<file path="config.mk">
export PLATFORM = sky130hd
export DESIGN_NAME = ca_prng_arbiter
export DESIGN_NICKNAME = d
export VERILOG_FILES = /design/src/rtl/ca_prng_arbiter.sv
export SDC_FILE = /design/constraint.sdc
export NUM_CORES = 1
export LEC_CHECK = 0
export CAP_MARGIN = 20
export CORE_MARGIN = 8
export CORE_UTILIZATION = 50
export CTS_BUF_LIST = sky130_fd_sc_hd__clkbuf_16
export DETAILED_ROUTE_END_ITERATION = 8
export DONT_BUFFER_PORTS = 1
export GPL_TIMING_DRIVEN = 0
export PLACE_DENSITY_LB_ADDON = 0.1
export SETUP_SLACK_MARGIN = 0.2
export SYNTH_ARGS = -nofsm -noshare
export SYNTH_HDL_FRONTEND = slang
export SYNTH_SLANG_ARGS = --single-unit
</file>
<file path="constraint.sdc">
create_clock -name i_clk -period 2.6 [get_ports i_clk]
set_clock_uncertainty 0.2 [all_clocks]
set_input_delay 0.52 -clock i_clk [delete_from_list [all_inputs] [get_ports i_clk]]
set_output_delay 0.52 -clock i_clk [all_outputs]
set_load 0.02 [all_outputs]
</file>
<file path="src/rtl/ca_prng_arbiter.sv">
// Sequences a shared CA PRNG (seed, warm-up, word fill) and hands each fresh word to one requester.
// Optional grant/reseed statistics are enabled by defining CA_PRNG_ARB_STATS_EN.
module ca_prng_arbiter #(
    parameter int NUM_REQ     = 4,
    parameter int N           = 10,
    parameter int ARRAY_WIDTH = 11,
    parameter int WARMUP      = 16
) (
    input  logic                   i_clk,
    input  logic                   i_rst,
    input  logic [ARRAY_WIDTH-1:0] i_seed,
    input  logic                   i_reseed,
    input  logic [NUM_REQ-1:0]     i_req,
    output logic [NUM_REQ-1:0]     o_gnt,
    output logic                   o_valid,
    output logic [N-1:0]           o_data,
    output logic                   o_busy,
    output logic                   o_prng_rst_n,
    output logic                   o_prng_en,
`ifdef CA_PRNG_ARB_STATS_EN
    output logic [15:0]            o_gnt_total,
    output logic [7:0]             o_reseed_cnt,
`endif
    input  logic [N-1:0]           i_prng_rn
);

    localparam int CMAX  = (WARMUP > N) ? WARMUP : N;
    localparam int CNT_W = $clog2(CMAX + 1);
    localparam int PW    = $clog2(NUM_REQ);

    typedef enum logic [2:0] {SEED, WARM, FILL, READY, GRANT} state_t;

    state_t               state, state_next;
    logic [CNT_W-1:0]     cnt, cnt_next;
    logic [PW-1:0]        ptr, ptr_next;
    logic [NUM_REQ-1:0]   gnt_next;
    logic [NUM_REQ-1:0]   pick;
    logic [PW-1:0]        pick_idx;
    logic                 load;

    // The seed goes straight to the PRNG; it is folded here only so it is not left dangling.
    logic seed_unused;
    assign seed_unused = ^i_seed;

    // Round-robin search starting just past the last winner, wrapping around.
    always_comb begin
        int   idx;
        logic found;
        idx      = 0;
        found    = 1'b0;
        pick     = '0;
        pick_idx = ptr;
        for (int i = 1; i <= NUM_REQ; i++) begin
            idx = int'(ptr) + i;
            if (idx >= NUM_REQ) idx = idx - NUM_REQ;
            if (!found && i_req[idx[PW-1:0]]) begin
                found               = 1'b1;
                pick[idx[PW-1:0]]   = 1'b1;
                pick_idx            = idx[PW-1:0];
            end
        end
    end

    always_comb begin
        state_next = state;
        cnt_next   = cnt;
        ptr_next   = ptr;
        gnt_next   = '0;
        load       = 1'b0;
        case (state)
            SEED: begin
                state_next = WARM;
                cnt_next   = '0;
            end
            WARM: begin
                if (cnt == CNT_W'(WARMUP - 1)) begin
                    state_next = FILL;
                    cnt_next   = '0;
                end else begin
                    cnt_next = cnt + 1'b1;
                end
            end
            FILL: begin
                if (cnt == CNT_W'(N - 1)) begin
                    state_next = READY;
                    cnt_next   = '0;
                    load       = 1'b1;
                end else begin
                    cnt_next = cnt + 1'b1;
                end
            end
            READY: begin
                if (|i_req) begin
                    state_next = GRANT;
                    gnt_next   = pick;
                    ptr_next   = pick_idx;
                end
            end
            GRANT: begin
                state_next = FILL;
                cnt_next   = '0;
            end
            default: state_next = SEED;
        endcase
        // Reseed overrides everything except the pointer; a grant already on the wire completes.
        if (i_reseed) begin
            state_next = SEED;
            cnt_next   = '0;
            gnt_next   = '0;
            ptr_next   = ptr;
            load       = 1'b0;
        end
    end

    always_ff @(posedge i_clk or negedge i_rst) begin
        if (!i_rst) begin
            state  <= SEED;
            cnt    <= '0;
            ptr    <= PW'(NUM_REQ - 1);
            o_gnt  <= '0;
            o_data <= '0;
        end else begin
            state <= state_next;
            cnt   <= cnt_next;
            ptr   <= ptr_next;
            o_gnt <= gnt_next;
            if (load) o_data <= i_prng_rn;
        end
    end

    assign o_valid      = |o_gnt;
    assign o_busy       = (state == SEED) || (state == WARM) || (state == FILL);
    assign o_prng_rst_n = (state != SEED);
    assign o_prng_en    = (state == WARM) || (state == FILL);

`ifdef CA_PRNG_ARB_STATS_EN
    always_ff @(posedge i_clk or negedge i_rst) begin
        if (!i_rst) begin
            o_gnt_total  <= '0;
            o_reseed_cnt <= '0;
        end else begin
            if (|gnt_next && o_gnt_total != 16'hFFFF) o_gnt_total <= o_gnt_total + 1'b1;
            if (i_reseed && o_reseed_cnt != 8'hFF)    o_reseed_cnt <= o_reseed_cnt + 1'b1;
        end
    end
`endif

endmodule

</file>
# Yosys cells after proc, flatten, opt, wreduce, memory -nomap -nowiden
# Index checks and enable logic that the tools add are counted.
[classes]
n_lt_le_gt_ge = 12
div_mod_pow = 0
multipliers = 0
add_sub_neg = 9
n_reduce_logical = 22
mux = 46
n_eq_ne = 9
bitwise = 4
shifts = 0
[op_table]
columns = ["cell", "count"]
rows = [
  ["$mux W4", 7],
  ["$mux W2", 8],
  ["$mux W5", 3],
  ["$pmux W3 S5", 1],
  ["$pmux W5 S3", 1],
  ["$mux W1", 14],
  ["$lt A2 B3 Y1 const B", 4],
  ["$mux W3", 4],
  ["$or A4 B4 Y4", 3],
  ["$eq A5 B4 Y1 const B", 2],
  ["$ge A3 B3 Y1 const B", 3],
  ["$ne A3 B3 Y1 const B", 3],
  ["$bmux W1 S2", 4],
  ["$demux W1 S2", 4],
  ["$ge A2 B1 Y1 const B", 4],
  ["$reduce_bool A4 Y1", 2],
  ["$reduce_or A4 Y1", 2],
  ["$sub A2 B1 Y2 const B", 4],
  ["$logic_and A1 B1 Y1", 7],
  ["$add A2 B2 Y3 const B", 2],
  ["$eq A3 B2 Y1 const B", 2],
  ["$add A5 B1 Y5 const B", 1],
  ["$add A2 B3 Y4 const B", 1],
  ["$ge A4 B3 Y1 const B", 1],
  ["other kinds (11)", 15],
]
[word_totals]
ram_bits = 0
out_inout_bits = 18
rom_bits = 0
in_bits = 28
regBits = 24
word_cells = 107
latchBits = 0
memories = 0

# Depth between registers and ports, before layout
# Gate-level depths: netlist (run 1).
[logic_depth]
depth_word = 18
mapped_depth = 8
ltp_nobuf = 8

# Worst setup path after synthesis (run 1)
# Ideal clock, no wire load.
[synth_path]
path_kind = "reg2reg"
from = "register ptr[0]"
to = "register o_gnt[0]"
arrival_time_ns = 2.290
period_less_slack_ns = 2.633
required_ns = 2.257
path_slack_ns = -0.033
n_path_buf = 2
setup_ns = 0.143
stages_incl_launch_ff = 9
path_cell_list = "dfstp_2 -> buf_2 -> inv_2 -> ha_1 -> buf_2 -> mux2i_1 -> o22ai_1 -> a2111oi_0 -> o22ai_1"
[synth_via]
elab_chain_cells = 18
elab_cells_between_ends = 63
cone_classes = "8 x add/sub; 12 x order compare; 30 x mux; 3 x bitwise; 10 x reduce/logical"
[synth_lines]
columns = ["item", "line_no", "text"]
rows = [
  ["start: declaration", "35", "logic [PW-1:0] ptr, ptr_next;"],
  ["start signal: assignment", "119", "ptr <= PW'(NUM_REQ - 1);"],
  ["start signal: assignment", "125", "ptr <= ptr_next;"],
  ["parallel branches: the longest is 14 deep, another holds $add A2 B1 Y3", "-", ""],
  ["$mux W4 *", "56", "if (!found && i_req[idx[PW-1:0]]) begin"],
  ["$mux W4 *", "93", "if (|i_req) begin"],
  ["$mux W4 *", "70", "case (state)"],
  ["$mux W4 *", "106", "if (i_reseed) begin"],
  ["named net gnt_next[0]", "36", "logic [NUM_REQ-1:0] gnt_next;"],
  ["end signal: assignment", "126", "o_gnt <= gnt_next;"],
  ["end: declaration", "14", "output logic [NUM_REQ-1:0] o_gnt,"],
]
# Mark *: on every way through the listed nets, which the timed path passes. The select of a mux whose other input is x is not followed.
# A chain may end at the register's enable or synchronous reset.

# Final worst setup path (run 1)
[layout_path]
from = "register ptr[0]"
to = "register o_gnt[1]"
# Same word-level chain as after synthesis.

==> results of run 1 <==
-- layer usage --
metal  vias up  routed length (um)  share of wire, %
met4         0                  68               1.7
met5         -                   0                 0
li1        690                   -                 -
met2        39                1990                49
met1       688                1790                44
met3         5                 229               5.6
-- repair_timing --
action,in CTS,in global routing
hold buffers,1,0
setup endpoints to repair,6,5
setup buffers,7,1
hold endpoints to repair,24,0
pin swaps,3,3
gates resized for setup,15,4
-- worst max path at each step --
stage / endpoint / slack (ps) / cells after the start
global placement: o_gnt[0]$_DFF_PN0_ / -40 / 8
floorplan: o_gnt[0]$_DFF_PN0_ / 200 / 8
detailed placement: o_gnt[3]$_DFF_PN0_ / -140 / 8
CTS: o_gnt[1]$_DFF_PN0_ / 210 / 8
finish: o_gnt[1]$_DFF_PN0_ / 190 / 8
global route: o_gnt[1]$_DFF_PN0_ / 110 / 8
-- state kept, by name, summed over array words and instances (netlist names) --
| signal | count |
|---|---|
| state | 3 |
| o_gnt | 4 |
| cnt | 5 |
| ptr | 2 |
| o_data | 10 |
-- cell usage in the layout (no fill, tap or decap), types with 2 or more instances in the layout --
cell type	Yosys	final
nor3_1	8	8
ha_1	12	11
clkbuf_16	0	4
nand3_1	3	3
inv_1	9	8
o31ai_1	2	2
mux2_2	13	13
dfrtp_1	22	22
mux2i_1	8	3
nor4_1	2	2
buf_2	7	4
clkbuf_1	3	3
a21o_1	3	3
o22ai_1	12	10
buf_6	1	3
a2111oi_2	0	2
nor2_1	4	4
o22ai_2	0	2
buf_4	0	8
mux2i_4	0	4
nand2b_1	10	10
a21oi_1	10	10
o21ai_0	9	9
nand2_1	13	13
o211ai_1	2	2
dfstp_2	2	2
-- area by class of cell --
cell class,instances,area (um^2)
clock inverters,1,30.0
inverters,10,45.0
fillers,289,1180
repair buffers,10,95.1
clock buffers,3,75.1
well taps,46,57.6
plain buffers,11,80.1
flip-flops and latches,24,603
multi-input cells,135,1140
-- power by group through the flow --
stage / registers [mW] / logic [mW] / clock network (mW)
floorplan: 0.387 / 0.0621 / 0
global route: 0.382 / 0.114 / 0.453
global placement: 0.388 / 0.0717 / 0
CTS: 0.381 / 0.0956 / 0.441
detailed placement: 0.388 / 0.0736 / 0
finish: 0.381 / 0.103 / 0.435
-- synth_stat cells (7+ instances only) --
| master | n |
|---|---|
| nor3_1 | 8 |
| inv_1 | 9 |
| mux2_2 | 13 |
| buf_2 | 7 |
| a21oi_1 | 10 |
| nand2b_1 | 10 |
| nand2_1 | 13 |
| mux2i_1 | 8 |
| dfrtp_1 | 22 |
| o21ai_0 | 9 |
| ha_1 | 12 |
| o22ai_1 | 12 |
-- cells by family (layout without fill, tap and decap cells) --
kind of cell             after synthesis  count (layout)
XOR/XNOR                               1               1
AO/OA/AOI/OAI                         48              48
AND/OR/NAND/NOR                       51              51
buffers and inverters                 21              35
adder cells (fa/ha/maj)               12              12
flip-flops                            24              24
multiplexers                          23              23
==> impl_metrics.py, run 1 <==
metrics = {
    "placement": {
        "gp_congestion": 0.819,
        "postPlaceCellArea_um2": 1830,
        "dp_hpwl_mm": 2.88,
        "pre_cts_slack_ps": -145,
        "portBuffers": 0,
        "dp.cells": 226,
    },
    "setup_path": {
        "reg2reg_to": "o_gnt[1]$_DFF_PN0_",
        "regToRegSetupSlack_ps": 190,
        "r2r_cells": 8,
        "crit_path_end_kind": "register",
        "reg2reg_from": "ptr[0]$_DFFE_PN1P_",
        "critPathTopFamily": "compound AO/OA/AOI/OAI gates",
        "critPathBufInv": 3,
        "start_kind": "register",
        "arrival_ps": 2340,
        "crit_chain": "buf_6, inv_8, ha_4, buf_8, mux2i_4, o22ai_2, a2111oi_2, o22ai_1",
        "crit_fanout": 12,
        "cp_slowest_cell": "dfstp_2",
        "crit_path_start": "ptr[0]$_DFFE_PN1P_",
        "critPathRequiredTime_ps": 2520,
        "critPathKind": "register to register",
        "cpPeakStageDelay_ps": 570,
    },
    "drt": {
        "ant_nets": 0,
        "drt_wl_total_mm": 4.08,
        "drt-initial-drc-count": 109,
        "vias_per_cell": 5.93,
        "first_pass_iters": 4,
        "routedWlPerCell_um": 17.0,
        "drc": 0,
        "vias": 1422,
    },
    "final_layout": {
        "finalInstanceArea_um2": 2130,
        "finalNonFillerCells": 240,
        "nets": 235,
        "drive_gt1_share_pct": 27.8,
        "area_delta_synth_final_pct": 23.6,
        "antenna_cells": 0,
        "final_core_util_pct": 64.2,
    },
    "synthesis": {
        "ys_ff_latch": 24,
        "avgSynthCellArea_um2": 9.56,
        "synth-simple-area-share_pct": 16.8,
        "syn-cell-area_um2": 1720,
        "synth-xor-area-share_pct": 0.509,
        "yosysTopAreaCell": "dfrtp_1",
        "yosysWarningCount": 0,
        "synth_top_family_by_area": "compound AO/OA/AOI/OAI gates",
        "yosysTopAreaCellShare_pct": 32.0,
        "yosysSeqAreaShare_pct": 35.1,
        "ys_top_cells_by_area": "dfrtp_1, ha_1, mux2_2, mux2i_1, o22ai_1",
        "synth_fa_ha_area_share_pct": 8.73,
        "syn-num-nets": 220,
        "synth_cell_types": 44,
        "synth_cells": 180,
        "synth_enable_flop_cells": 0,
        "synth_compound_area_share_pct": 17.8,
        "synth_mux_area_share_pct": 15.6,
        "synth_ff_type": "dfrtp_1",
        "synthArstFlopShare_pct": 100,
    },
    "global_routing": {
        "busiest_layer": "met2",
        "grtUsageMet1_pct": 18.4,
        "grt.met2_usage_pct": 26.8,
        "grt_usage_pct": 15.3,
        "gr-total-overflow": 0,
        "grt_pass1_wl_mm": 6.80,
        "gr-usage-met3_pct": 1.60,
        "grt_antenna_before_repair": 0,
        "grt_max_degree": 25,
        "grt_pass1_vias": 1457,
    },
    "power": {
        "peakVddDrop_mv": 0.234,
        "pwr-share-clk_pct": 47.3,
        "powerDensity_nw_per_um2": 432,
        "p_sw_mw": 0.190,
        "p_seq_share_pct": 41.5,
        "power_mw": 0.919,
        "combPwrFrac_pct": 11.2,
        "p_int_mw": 0.729,
        "sw_frac_of_total_pct": 20.7,
        "p_leak_nw": 0.911,
    },
    "worst_hold_path": {
        "hp-start": "i_reseed",
        "min_to": "state[1]$_DFFE_PN0P_",
        "min_path_type": "primary input to register",
        "hold_path_depth": 1,
    },
    "cts": {
        "clk_pin_slew_ps": 60,
        "cts_root_buf": "clkbuf_16",
        "cts_max_path_buffers": 2,
        "ctsHtreeMaxLevel": 1,
        "cts_sinks": 24,
        "clock_latency_ps": 260,
        "cts_buffers": 3,
        "cts_tree": "built",
    },
    "timing": {
        "worst_slack_ps": 186,
        "rsz0062_at_grt": "true",
        "min_period_over_period_pct": 92.9,
        "drv_slew": 0,
        "fmax_ghz": 0.414,
        "worstMarginPinSlew_ps": 461,
        "setup_tns_ps": 0,
        "final_hold_viol_count": 0,
        "slew_headroom_pct": 69.4,
        "setup_violations": 0,
        "holdWs_ps": 121,
        "fin_crit_ps": 2410,
    },
    "floorplan": {
        "initial_core_util_pct": 52.0,
        "fp-row-count": 21,
        "coreArea_um2": 3310,
        "die-area_um2": 5570,
        "chipWidth_um": 74.7,
        "die_y_um": 74.7,
        "boundaryPins": 46,
    },
    "run_status": {
        "status": "complete, no violations",
    },
    "run": {
        "maxCapViolCount": 0,
    },
}
(Power assumes the default switching activity.)
==> run 2, diff against run 1 <==
--- a/config.mk
+++ b/config.mk
@@ -6,8 +6,10 @@
 export NUM_CORES = 1
 export LEC_CHECK = 0
 export CAP_MARGIN = 20
+export CELL_PAD_IN_SITES_DETAIL_PLACEMENT = 0
+export CELL_PAD_IN_SITES_GLOBAL_PLACEMENT = 2
 export CORE_MARGIN = 8
-export CORE_UTILIZATION = 50
+export CORE_UTILIZATION = 34
 export CTS_BUF_LIST = sky130_fd_sc_hd__clkbuf_16
 export DETAILED_ROUTE_END_ITERATION = 8
 export DONT_BUFFER_PORTS = 1
==> impl_metrics.py, run 2 (synthesis gave the netlist of run 1 again) <==
metrics = {
    "run_status": {
        "status": "complete, no violations",
    },
    "cts": {
        "cts_root_buf": "clkbuf_16",
        "clock_latency_ps": 250,
        "ctsHtreeMaxLevel": 1,
        "cts_buffers": 3,
        "clk_pin_slew_ps": 60,
        "cts_tree": "built",
        "cts_max_path_buffers": 2,
        "cts_sinks": 24,
    },
    "global_routing": {
        "grt_antenna_before_repair": 0,
        "grt_pass1_vias": 1440,
        "grt.met2_usage_pct": 21.8,
        "grt_usage_pct": 11.9,
        "grt_max_degree": 25,
        "gr-usage-met3_pct": 1.42,
        "gr-total-overflow": 0,
        "grt_pass1_wl_mm": 7.32,
        "grtUsageMet1_pct": 13.5,
        "busiest_layer": "met2",
    },
    "floorplan": {
        "chipWidth_um": 87.1,
        "coreArea_um2": 5010,
        "initial_core_util_pct": 34.3,
        "fp-row-count": 26,
        "die-area_um2": 7590,
        "boundaryPins": 46,
        "die_y_um": 87.1,
    },
    "timing": {
        "drv_slew": 0,
        "fmax_ghz": 0.413,
        "final_hold_viol_count": 0,
        "setup_violations": 0,
        "worst_slack_ps": 180,
        "holdWs_ps": 125,
        "rsz0062_at_grt": "true",
        "fin_crit_ps": 2420,
        "slew_headroom_pct": 67.4,
        "setup_tns_ps": 0,
        "min_period_over_period_pct": 93.1,
        "worstMarginPinSlew_ps": 476,
    },
    "placement": {
        "portBuffers": 0,
        "postPlaceCellArea_um2": 1860,
        "dp_hpwl_mm": 3.23,
        "gp_congestion": 0.721,
        "pre_cts_slack_ps": -103,
        "dp.cells": 250,
    },
    "final_layout": {
        "area_delta_synth_final_pct": 22.5,
        "finalNonFillerCells": 262,
        "top_register": "o_data",
        "largest_reg_flops": 10,
        "reg.largest.list": "o_data x10, cnt x5, o_gnt x4",
        "drive_gt1_share_pct": 25.5,
        "mostFrequentLayoutCell": "dfrtp_1",
        "antenna_cells": 0,
        "final_cell_mix": "dfrtp_1, mux2_2, nand2_1",
        "nets": 233,
        "finalInstanceArea_um2": 2110,
    },
    "setup_path": {
        "crit_path_end_kind": "register",
        "start_kind": "register",
        "r2r_cells": 8,
        "critPathRequiredTime_ps": 2520,
        "reg2reg_to": "o_gnt[1]$_DFF_PN0_",
        "crit_chain": "buf_6, clkinvlp_4, ha_4, buf_8, mux2i_4, o22ai_2, a2111oi_2, o22ai_1",
        "arrival_ps": 2340,
        "critPathTopFamily": "compound AO/OA/AOI/OAI gates",
        "critPathBufInv": 3,
        "crit_fanout": 5,
        "cp_slowest_cell": "dfstp_2",
        "critPathKind": "register to register",
        "reg2reg_from": "ptr[1]$_DFFE_PN1P_",
        "regToRegSetupSlack_ps": 180,
        "cpPeakStageDelay_ps": 550,
    },
    "drt": {
        "routedWlPerCell_um": 16.9,
        "drt_wl_total_mm": 4.43,
        "vias_per_cell": 5.37,
        "ant_nets": 0,
        "vias": 1406,
        "first_pass_iters": 4,
        "drc": 0,
        "drt-initial-drc-count": 54,
    },
    "worst_hold_path": {
        "hp-start": "i_reseed",
        "min_path_type": "primary input to register",
        "hold_path_depth": 1,
        "min_to": "state[1]$_DFFE_PN0P_",
    },
    "power": {
        "p_leak_nw": 0.897,
        "peakVddDrop_mv": 0.224,
        "powerDensity_nw_per_um2": 432,
    },
    "run": {
        "maxCapViolCount": 0,
    },
}
## run 2: repair_timing
action,4_1_cts,5_1_grt
setup buffers,6,0
gates resized for setup,10,3
setup endpoints to repair,6,5
pin swaps,3,2
hold endpoints to repair,24,0
hold buffers,2,0
## run 2: report_power, final
part           switching, mW  internal (mW)
logic                 0.0559         0.0419
registers            0.00364          0.377
clock network          0.127          0.306
## run 2: final cells by class
type                            instances  area [um^2]
Fill cell                             510         2900
Multi-Input combinational cell        135         1110
Sequential cell                        24          603
Tap cell                               70         87.6
Buffer                                 11         80.1
Clock buffer                            3         75.1
Timing Repair Buffer                    8         75.1
Inverter                               10         43.8
Clock inverter                          1         30.0
## run 2: routing by layer
| layer | wire length, um | up-vias |
|---|---|---|
| met5 | 0 | - |
| met4 | 68 | 0 |
| met3 | 186 | 6 |
| met2 | 2370 | 44 |
| met1 | 1800 | 668 |
| li1 | - | 688 |
## run 2: per-stage QoR
step                      power (mW)  util (%)
final                          0.911      42.1
after floorplan                0.449         -
after global placement         0.462      37.2
after CTS                      0.926      41.6
after global routing           0.950      42.1
after detailed placement       0.464      37.2
## run 2: how the worst max path moves through the flow
stage	from	cells after the start	endpoint
after floorplan	ptr[0]$_DFFE_PN1P_	8	o_gnt[0]$_DFF_PN0_
after detailed placement	ptr[0]$_DFFE_PN1P_	8	o_gnt[1]$_DFF_PN0_
after global routing	ptr[1]$_DFFE_PN1P_	8	o_gnt[3]$_DFF_PN0_
after global placement	ptr[0]$_DFFE_PN1P_	8	o_gnt[1]$_DFF_PN0_
after CTS	ptr[1]$_DFFE_PN1P_	8	o_gnt[1]$_DFF_PN0_
final	ptr[1]$_DFFE_PN1P_	8	o_gnt[1]$_DFF_PN0_
